`config.mk`:
```
export PLATFORM = sky130hd
export DESIGN_NAME = udi_sd_seq
export DESIGN_NICKNAME = d
export VERILOG_FILES = /design/src/rtl/udi_sd_seq.sv
export SDC_FILE = /design/constraint.sdc
export NUM_CORES = 1
export LEC_CHECK = 0
export ABC_AREA = 1
export BUFFER_PORTS_ARGS = -buffer_cell sky130_fd_sc_hd__buf_2
export CORE_UTILIZATION = 49
export CTS_CLUSTER_DIAMETER = 150
export DETAILED_ROUTE_END_ITERATION = 7
export PLACE_DENSITY = 0.7
export SLEW_MARGIN = 20
export SYNTH_ARGS = -nofsm -noshare
export SYNTH_HDL_FRONTEND = slang
export SYNTH_SLANG_ARGS = --single-unit
```
`constraint.sdc`:
```
create_clock -name gclk -period 1.85 [get_ports gclk]
set_clock_uncertainty 0.2 [all_clocks]
set_input_delay 0.185 -clock gclk [delete_from_list [all_inputs] [get_ports gclk]]
set_output_delay 0.185 -clock gclk [all_outputs]
set_load 0.1 [all_outputs]
```
`src/rtl/udi_sd_seq.sv`:
```
// udi_sd_seq -- issue sequencer for the UDI sum/compare datapath.
//
// Accepted operations enter a three-stage control shift register (S1..S3)
// that carries valid, sum mode, compare flag and tag. Datapath controls and
// result strobes are decoded from the stage contents, so each one appears a
// fixed number of cycles after acceptance:
//   SUM/SUMSHIFT/CMP/CMPS : sum_mode from S2, result from S3 (res_sel for CMP*)
//   BYPASS                : sum_mode from S1, result from S2
//   THR_WR                : write strobe in the accept cycle, nothing in flight
//   NOP                   : accepted, nothing in flight
//
// Optional feature: define UDI_SD_SEQ_ERR_EN to add the sticky err output.
// Opcode 111 then sets err. Without the macro, opcode 111 is treated as NOP
// and the err port is absent.
module udi_sd_seq #(
    parameter int TAG_W = 4
) (
    input  logic             gclk,
    input  logic             greset,
    input  logic             iss_valid,
    output logic             iss_ready,
    input  logic [2:0]       iss_op,
    input  logic [TAG_W-1:0] iss_tag,
    input  logic             flush,
    output logic             udi_ctl_thr_wr,
    output logic [1:0]       udi_ctl_sum_mode,
    output logic             udi_ctl_res_sel,
    output logic             res_valid,
    output logic [TAG_W-1:0] res_tag,
    output logic             busy
`ifdef UDI_SD_SEQ_ERR_EN
    ,
    output logic             err
`endif
);

    localparam logic [2:0] OP_NOP      = 3'b000;
    localparam logic [2:0] OP_THR_WR   = 3'b001;
    localparam logic [2:0] OP_SUM      = 3'b010;
    localparam logic [2:0] OP_SUMSHIFT = 3'b011;
    localparam logic [2:0] OP_BYPASS   = 3'b100;
    localparam logic [2:0] OP_CMP      = 3'b101;
    localparam logic [2:0] OP_CMPS     = 3'b110;

    localparam logic [1:0] MODE_NONE   = 2'b00;
    localparam logic [1:0] MODE_SUM    = 2'b01;
    localparam logic [1:0] MODE_SHIFT  = 2'b10;
    localparam logic [1:0] MODE_BYP    = 2'b11;

    // Stage registers; index 0 is S1, index 2 is S3.
    logic [2:0]       vld_r;
    logic [2:0]       cmp_r;
    logic [1:0]       mode_r [3];
    logic [TAG_W-1:0] tag_r  [3];

    // Decode of the offered opcode.
    logic [1:0]       op_mode_s;
    logic             op_cmp_s;
    logic             op_dp_s;

    logic             haz_byp_s;
    logic             haz_thr_s;
    logic             ready_s;
    logic             accept_s;

    // SUM-family entries own sum_mode in S2 and the result slot in S3.
    function automatic logic is_sum_fam(input logic [1:0] m);
        return (m == MODE_SUM) || (m == MODE_SHIFT);
    endfunction

    // Opcode decode into sum mode, compare flag and "occupies the pipe".
    always_comb begin
        op_mode_s = MODE_NONE;
        op_cmp_s  = 1'b0;
        op_dp_s   = 1'b0;
        case (iss_op)
            OP_NOP:      op_dp_s = 1'b0;
            OP_THR_WR:   op_dp_s = 1'b0;
            OP_SUM:      begin op_mode_s = MODE_SUM;   op_dp_s = 1'b1; end
            OP_SUMSHIFT: begin op_mode_s = MODE_SHIFT; op_dp_s = 1'b1; end
            OP_BYPASS:   begin op_mode_s = MODE_BYP;   op_dp_s = 1'b1; end
            OP_CMP:      begin op_mode_s = MODE_SUM;   op_cmp_s = 1'b1; op_dp_s = 1'b1; end
            OP_CMPS:     begin op_mode_s = MODE_SHIFT; op_cmp_s = 1'b1; op_dp_s = 1'b1; end
            default:     op_dp_s = 1'b0;  // 111: no datapath activity either way
        endcase
    end

    // Hazards: a BYPASS right behind a SUM-family op would share its sum_mode
    // and result cycles; a THR_WR must wait until any compare ahead of it has
    // reached S3 and consumed the old threshold.
    always_comb begin
        haz_byp_s = vld_r[0] & is_sum_fam(mode_r[0]);
        haz_thr_s = (vld_r[0] & cmp_r[0]) | (vld_r[1] & cmp_r[1]);
    end

    // Ready depends only on reset, stage state and the offered opcode.
    always_comb begin
        ready_s = 1'b1;
        if (greset) begin
            ready_s = 1'b0;
        end else if ((iss_op == OP_BYPASS) && haz_byp_s) begin
            ready_s = 1'b0;
        end else if ((iss_op == OP_THR_WR) && haz_thr_s) begin
            ready_s = 1'b0;
        end else begin
            ready_s = 1'b1;
        end
    end

    assign accept_s  = iss_valid & ready_s;
    assign iss_ready = ready_s;

    // Control shift register; flush and reset drop every in-flight valid,
    // including an operation accepted in the same cycle.
    always_ff @(posedge gclk) begin
        if (greset) begin
            vld_r     <= 3'b000;
            cmp_r     <= 3'b000;
            mode_r[0] <= MODE_NONE;
            mode_r[1] <= MODE_NONE;
            mode_r[2] <= MODE_NONE;
            tag_r[0]  <= {TAG_W{1'b0}};
            tag_r[1]  <= {TAG_W{1'b0}};
            tag_r[2]  <= {TAG_W{1'b0}};
        end else begin
            if (flush) begin
                vld_r <= 3'b000;
            end else begin
                vld_r <= {vld_r[1:0], accept_s & op_dp_s};
            end
            cmp_r     <= {cmp_r[1:0], op_cmp_s};
            mode_r[0] <= op_mode_s;
            mode_r[1] <= mode_r[0];
            mode_r[2] <= mode_r[1];
            tag_r[0]  <= iss_tag;
            tag_r[1]  <= tag_r[0];
            tag_r[2]  <= tag_r[1];
        end
    end

    // Datapath controls and result strobes decoded from the stage owners.
    // The hazards guarantee that at most one owner is present per output.
    always_comb begin
        udi_ctl_thr_wr   = accept_s & (iss_op == OP_THR_WR);
        udi_ctl_sum_mode = MODE_NONE;
        udi_ctl_res_sel  = vld_r[2] & cmp_r[2];
        res_valid        = 1'b0;
        res_tag          = {TAG_W{1'b0}};
        busy             = |vld_r;

        if (vld_r[1] && is_sum_fam(mode_r[1])) begin
            udi_ctl_sum_mode = mode_r[1];
        end else if (vld_r[0] && (mode_r[0] == MODE_BYP)) begin
            udi_ctl_sum_mode = MODE_BYP;
        end else begin
            udi_ctl_sum_mode = MODE_NONE;
        end

        if (vld_r[2] && is_sum_fam(mode_r[2])) begin
            res_valid = 1'b1;
            res_tag   = tag_r[2];
        end else if (vld_r[1] && (mode_r[1] == MODE_BYP)) begin
            res_valid = 1'b1;
            res_tag   = tag_r[1];
        end else begin
            res_valid = 1'b0;
            res_tag   = {TAG_W{1'b0}};
        end
    end

`ifdef UDI_SD_SEQ_ERR_EN
    localparam logic [2:0] OP_ILLEGAL = 3'b111;

    logic err_r;

    // Sticky illegal-opcode flag, cleared only by reset.
    always_ff @(posedge gclk) begin
        if (greset) begin
            err_r <= 1'b0;
        end else if (accept_s && (iss_op == OP_ILLEGAL)) begin
            err_r <= 1'b1;
        end else begin
            err_r <= err_r;
        end
    end

    assign err = err_r;
`endif

endmodule

```
======== After elaboration in Yosys (flattened, before gate mapping) ========
Memories as Yosys holds them, arrays and structs flattened.
Cells that the tools add are included.
word-level totals
  register bits ........................... 6
  RAM bits ................................ 18
  input port bits ......................... 11
  output and inout bits ................... 11
  word-level logic and storage cells ...... 68
  memories ................................ 2
memories
  name    words  bits a word  rd ports  clocked after memory_dff  wr ports  line  RTL
  tag_r   3      4            3         0                         3         54    logic [TAG_W-1:0] tag_r [3];
  mode_r  3      2            3         0                         3         53    logic [1:0] mode_r [3];
cells by class
  equality and inequality tests ........... 14
  mux-type cells .......................... 21
  bitwise logic cells ..................... 14
  reductions and logical operators ........ 15
operators by type and width
  kind                  count
  $mux W4               5
  $eq A2 B2 Y1 const B  5
  $mux W1               10
  $mux W2               5
  $eq A3 B3 Y1 const B  3
  $reduce_or A2 Y1      4
  $and A1 B1 Y1         7
  $or A1 B1 Y1          7
  $eq A2 B1 Y1 const B  3
  $eq A3 B2 Y1 const B  2
  $logic_and A1 B1 Y1   6
  $pmux W2 S3           1
  $reduce_or A5 Y1      1
  $eq A3 B1 Y1 const B  1
  $logic_or A1 B1 Y1    3
  $reduce_or A3 Y1      1

======== Longest topological paths before layout ========
Gate-level depths: netlist of the first run.
  word-level depth ........................ 8
  mapped depth ............................ 6
  depth with buffers taken out ............ 6

======== Least setup slack after synthesis of the first run ========
Ideal clock, no wire load.
  path type ............................... flip-flop to output port
  start ................................... memory mode_r[1][0], in the netlist mode_r[0][2]
  end ..................................... output udi_ctl_sum_mode[0]
  data arrival time ....................... 2.735 ns
  required time ........................... 1.465 ns
  setup slack ............................. -1.270 ns
  cell stages (with the launch flop) ...... 4
  path through ............................ dfxtp_1 ha_1 nand2_1 o21ai_0
RTL lines
  element             line  RTL
  start: declaration  53
  end: declaration    26    output logic [1:0] udi_ctl_sum_mode,

==> results.json, run 1 <==
{
  "status": "complete, no violations",
  "synth.area.top_cells": "dfxtp_1, inv_1, nor2_1, nand2_1, nand3_1",
  "r2r_end": "vld_r[0]$_SDFF_PP0_",
  "use_met2_pct": 38.9,
  "min_to": "cmp_r[0]$_SDFF_PP0_",
  "synth_cells": 126,
  "cts_root_buffer": "clkbuf_4",
  "worstHoldStart": "iss_op[2]",
  "clk_pin_slew_ns": 0.11,
  "synth_top_area_share_pct": 50.1,
  "yosysMostFrequentCell": "inv_1",
  "r2r_start": "mode_r[0][1]$_SDFF_PP0_",
  "core_area_mm2": 0.00178,
  "cp-start-kind": "register",
  "grt_overflow": 0,
  "routed_via_density": 4.59,
  "hold_depth": 3,
  "dp.final_hpwl_mm": 1.29,
  "cp-end-kind": "output pin",
  "hp-class": "in2reg",
  "dr.pass1.iters": 4,
  "async_flop_share_pct": 0,
  "drt-wirelength-per-cell_um": 11.1,
  "power_density_mw_per_mm2": 592,
  "postLayoutCoreUtil_pct": 83.4,
  "cts_buffer_depth": 2,
  "grtUsageMet1_pct": 21.6,
  "synth_common_cells": "inv_1, nor2_1, dfxtp_1",
  "synth_cell_type_count": 18,
  "gp_congestion": 0.771,
  "die_y_um": 46.2,
  "wl_mm": 2.09,
  "drc": 0,
  "dieWidth_um": 46.2,
  "cp.arrival_ns": 1.45,
  "grt_pass1_vias": 713,
  "ys.flop_type": "dfxtp_1",
  "timing.final.crit_period_ns": 1.83,
  "io_buffer_count": 21,
  "rrSetupSlack_ns": 0.38,
  "busiest_layer": "met2",
  "cts_tree": "yes",
  "via_count": 863,
  "worst_pin_slew_ns": 0.488,
  "cp_max_fo": 2,
  "p_leak_nw": 0.671,
  "rsz0062_at_grt": "yes",
  "num_rows": 15,
  "vdd_drop_max_v": 0.000415,
  "nNetsFinal": 178,
  "slew_viol_final": 0,
  "max_freq_mhz": 546,
  "synth_edf_count": 0,
  "drive_gt1_share_pct": 38.0,
  "io_pins": 22,
  "die_area_mm2": 0.00214,
  "clkLatencyLatePin_ns": 0.30,
  "antenna_found_initial": 0,
  "syn_area_per_cell_um2": 7.61,
  "drtIter0Drc": 5,
  "grt_max_degree": 14,
  "seq_area_frac_synth_pct": 50.1,
  "numCtsBuffers": 3,
  "yosysWarnings": 0,
  "initial_core_util_pct": 53.8,
  "setup-violations-final": 0,
  "grt_pass1_wl_mm": 3.01,
  "holdWs_ns": 0.0150,
  "h-tree-depth": 1,
  "syn-num-nets": 139,
  "numClockSinks": 24,
  "netlist_area_um2": 958,
  "crit_start": "mode_r[0][1]$_SDFF_PP0_",
  "max_slew_margin_pct": 67.7,
  "synth-seq-cells": 24,
  "drv_cap": 0,
  "hold_viol": 0,
  "critPathKind": "reg2out",
  "syn2layout_area_growth_pct": 55.2,
  "use_met3_pct": 4.71,
  "fin_crit_sh_pct": 99.0,
  "required_ns": 1.46,
  "worst_r2r_path_depth": 8,
  "antenna_cells": 0,
  "yosysTopAreaCell": "dfxtp_1",
  "grt.total_usage_pct": 20.9,
  "ant_nets": 0
}
==> where the power goes <==
part / internal [mW] / switching (mW) / leakage [nW] / total [mW]
clock network: 0.0759 / 0.135 / 0.0138 / 0.211
logic: 0.0527 / 0.0683 / 0.457 / 0.121
registers: 0.535 / 0.0129 / 0.200 / 0.548
total: 0.664 / 0.217 / 0.671 / 0.881
==> placed cells by master (no fill, tap or decap), drive strengths merged, types with 3 or more instances in the layout <==
master	Yosys	layout
dlygate4sd3	0	9
inv	34	34
o21ai	9	10
clkbuf	0	3
dfxtp	24	24
nor2	28	28
nand3	8	8
nand2	14	14
buf	2	26
==> registers in the layout, summed over array words and instances, names as in the netlist <==
| register | count |
|---|---|
| mode_r | 6 |
| vld_r | 3 |
| tag_r | 12 |
| cmp_r | 3 |
==> stage by stage <==
stage	TNS (ns)	cell area, um2	std cells	total power, mW	setup WS, ns
2_1_floorplan	-1.04	988	126	0.613	-0.518
3_3_place_gp	0	1240	171	0.642	0.295
3_5_place_dp	0	1240	171	0.646	0.255
4_1_cts	-0.0299	1410	184	0.873	-0.0299
5_1_grt	-0.0967	1490	188	0.924	-0.0569
6_report	0	1490	188	0.881	0.0191
==> worst max path at each step <==
stage                          end  cells past startpoint
2_1_floorplan  udi_ctl_sum_mode[0]                      3
3_3_place_gp        udi_ctl_thr_wr                      7
3_5_place_dp        udi_ctl_thr_wr                      7
4_1_cts             udi_ctl_thr_wr                      7
5_1_grt             udi_ctl_thr_wr                      7
6_report            udi_ctl_thr_wr                      7
==> logic make-up after synthesis <==
kind of cell / count (synthesis) / synth area share (%)
flip-flops: 24 / 50.1
AND/OR/NAND/NOR: 52 / 24.3
buffers and inverters: 36 / 14.4
adder cells (fa/ha/maj): 2 / 2.61
AO/OA/AOI/OAI: 12 / 8.62
==> worst max-delay path, stage by stage, from the launching register on <==
cell     delay [ns]
dfxtp_2        0.36
ha_4           0.23
nand2_2        0.06
inv_2          0.04
nand3_4        0.06
nand4_4        0.09
nor2_4         0.12
buf_12         0.18
==> cell type report <==
class	instances	area, um2
Clock buffer	3	22.5
Sequential cell	24	493
Inverter	34	128
Multi-Input combinational cell	67	458
Timing Repair Buffer	35	355
Fill cell	107	295
Tap cell	25	31.3
==> metal layers <==
| layer | vias to the layer above | part of all wire (%) |
|---|---|---|
| li1 | 451 | - |
| met1 | 386 | 42 |
| met2 | 20 | 54 |
| met3 | 6 | 2.5 |
| met4 | 0 | 1.8 |
| met5 | - | 0 |
==> what timing repair did <==
| item | 4_1_cts | 5_1_grt |
|---|---|---|
| resized for setup | 10 | 13 |
| pin swaps | 2 | 8 |
| endpoints found under the hold margin | 10 | 0 |
| hold buffers | 9 | 0 |
| gates cloned | 0 | 1 |
| endpoints found under the setup margin | 5 | 8 |
| buffers inserted | 1 | 3 |
No activity file was read; power rests on OpenSTA's default activity.
==> inputs of run 2 (changes only) <==
--- a/config.mk
+++ b/config.mk
@@ -5,12 +5,12 @@
 export SDC_FILE = /design/constraint.sdc
 export NUM_CORES = 1
 export LEC_CHECK = 0
-export ABC_AREA = 1
+export ABC_AREA = 0
 export BUFFER_PORTS_ARGS = -buffer_cell sky130_fd_sc_hd__buf_2
 export CORE_UTILIZATION = 49
 export CTS_CLUSTER_DIAMETER = 150
 export DETAILED_ROUTE_END_ITERATION = 7
-export PLACE_DENSITY = 0.7
+export PLACE_DENSITY = 0.72
 export SLEW_MARGIN = 20
 export SYNTH_ARGS = -nofsm -noshare
 export SYNTH_HDL_FRONTEND = slang
==> results.json, run 2 <==
{
  "status": "finished with violations",
  "violations": "setup timing",
  "ant_nets": 0,
  "crit_chain": "ha_4 -> nand2_4 -> nor3_4 -> a311oi_4 -> buf_12",
  "synth_common_cells": "dfxtp_1, nor2b_1, nand2_1",
  "antenna_found_initial": 0,
  "synth_cell_type_count": 29,
  "critPathKind": "reg2out",
  "largestRegisters": "tag_r (12), mode_r (6)",
  "mostFrequentLayoutCell": "nor2b_1",
  "drive_gt1_share_pct": 43.4,
  "setup-violations-final": 2,
  "syn2layout_area_growth_pct": 51.7,
  "clkLatencyLatePin_ns": 0.31,
  "postLayoutCoreUtil_pct": 80.8,
  "worst_pin_slew_ns": 0.482,
  "synth-adder-area-share_pct": 2.69,
  "timing.final.crit_period_ns": 1.86,
  "final_cell_mix": "nor2b_1, dfxtp_1, buf_2",
  "synth_top_family_by_area": "simple AND/OR/NAND/NOR gates",
  "yosysTopAreaCell": "dfxtp_1",
  "max_slew_margin_pct": 68.1,
  "routed_via_density": 4.82,
  "synth-simple-area-share_pct": 31.4,
  "io_buffer_count": 21,
  "hold_depth": 3,
  "die_area_mm2": 0.00208,
  "hp-class": "in2reg",
  "cts_tree": "yes",
  "synth_top_area_share_pct": 51.7,
  "cts_root_buffer": "clkbuf_4",
  "cp-start-kind": "register",
  "required_ns": 1.46,
  "cts_buffer_depth": 2,
  "slew_viol_final": 0,
  "synth_edf_count": 0,
  "dp.final_hpwl_mm": 1.05,
  "dieWidth_um": 45.6,
  "synth_cells": 90,
  "drc": 0,
  "netlist_area_um2": 930,
  "clk_pin_slew_ns": 0.12,
  "top_register": "tag_r",
  "max_freq_mhz": 536,
  "largest_reg_flops": 12,
  "dr.pass1.iters": 4,
  "yosysWarnings": 0,
  "antenna_cells": 0,
  "power_density_mw_per_mm2": 649,
  "initial_core_util_pct": 53.3,
  "wl_mm": 1.58,
  "fillers": 109,
  "grt.total_usage_pct": 18.8,
  "drtIter0Drc": 8,
  "seq_area_frac_synth_pct": 51.7,
  "rsz0062_at_grt": "yes",
  "h-tree-depth": 1,
  "grt_overflow": 0,
  "syn_area_per_cell_um2": 10.3,
  "critical-path-max-stage-delay_ns": 0.35,
  "cp_max_fo": 2,
  "synth-compound-area-share_pct": 2.42,
  "crit_slowest_cell": "dfxtp_2",
  "core_area_mm2": 0.00175,
  "drv_cap": 0,
  "tns_ns": -0.0147,
  "die_y_um": 45.6,
  "via_count": 709,
  "crit_family": "flip-flops",
  "drt-wirelength-per-cell_um": 10.7,
  "yosysMostFrequentCell": "dfxtp_1",
  "synth.area.top_cells": "dfxtp_1, nor2b_1, mux2_4, nand2_1, and3_1",
  "io_pins": 22,
  "syn-num-nets": 103,
  "synth-xor-area-share_pct": 1.88,
  "gp_congestion": 0.737,
  "synth-seq-cells": 24,
  "muxShareOfSynthArea_pct": 7.67,
  "crit_buf_inv": 1,
  "grt_max_degree": 19,
  "async_flop_share_pct": 0,
  "grt_pass1_vias": 602,
  "hold_viol": 0,
  "numClockSinks": 24,
  "worst_slack_ns": -0.0142,
  "nNetsFinal": 136,
  "ys.flop_type": "dfxtp_1",
  "num_rows": 15,
  "cp.arrival_ns": 1.48,
  "p_leak_nw": 0.639,
  "grt_pass1_wl_mm": 2.72,
  "worst_r2r_path_depth": 4,
  "cp_num_cells": 5,
  "fin_crit_sh_pct": 101,
  "vdd_drop_max_v": 0.000529,
  "cp-end-kind": "output pin",
  "numCtsBuffers": 3
}
run 2: changes by cell type after synthesis, sizes merged, moves of 5 or more:
cell / change
inv: -33
nor2: -25
nor2b: +17
o21ai: -9
nand2: -6
mux2: +5
run 2: cell families (layout without fill, tap and decap cells):
kind of cell / Yosys count / count (layout)
AO/OA/AOI/OAI: 3 / 3
XOR/XNOR: 2 / 2
adder cells (fa/ha/maj): 2 / 2
buffers and inverters: 5 / 37
flip-flops: 24 / 24
multiplexers: 5 / 5
AND/OR/NAND/NOR: 49 / 49
run 2: final timing paths:
check	startpoint	to	slack [ns]
max	mode_r[0][1]$_SDFF_PP0_	iss_ready	-0.01
min	iss_op[2]	mode_r[0][1]$_SDFF_PP0_	0.008
max reg2reg	mode_r[0][0]$_SDFF_PP0_	vld_r[0]$_SDFF_PP0_	0.50
min reg2reg	tag_r[0][2]$_SDFF_PP0_	tag_r[0][6]$_SDFF_PP0_	0.25
run 2: area by class of cell:
type                            count  area (um2)  area share [%]
Multi-Input combinational cell     61         510            36.2
Clock buffer                        4        36.3            2.57
Inverter                            1        3.75           0.266
Tap cell                           25        31.3            2.22
Timing Repair Buffer               32         333            23.6
Sequential cell                    24         495            35.1
run 2: per-layer routing:
| metal | part of all wire [%] | global-route usage (%) |
|---|---|---|
| met1 | 44 | 23.5 |
| met2 | 49 | 29.1 |
| met3 | 3.3 | 4.76 |
| met4 | 2.7 | 10.9 |
| met5 | 0 | 0 |
run 2: worst reg2reg max path: cells and delay by family (launching register included):
family	cells	cell delay (ns)
adder cells (fa/ha/maj)	1	0.27
AND/OR/NAND/NOR	3	0.44
flip-flops	1	0.36
run 2: timing repair:
action | 4_1_cts | 5_1_grt
hold buffers | 8 | 0
setup buffers | 2 | 0
hold endpoints to repair | 10 | 0
resized for setup | 28 | 8
endpoints found under the setup margin | 9 | 9
pin swaps | 5 | 3
cloned | 0 | 0
run 2: where the power goes:
group / switching [mW] / internal, mW
clock: 0.145 / 0.120
sequential: 0.00862 / 0.534
combinational: 0.0542 / 0.0541
run 2: through the flow:
step                setup WS, ns  std cells  total power, mW  hold slack, ns  cell area [um2]
floorplan                 -0.235         90            0.611          0.0566              962
global placement           0.230        133            0.638           0.191             1160
detailed placement         0.200        133            0.641           0.197             1160
CTS                      -0.0316        147            0.921         0.00499             1390
global route             -0.0789        147            0.959          0.0158             1410
finish                   -0.0142        147            0.916         0.00843             1410
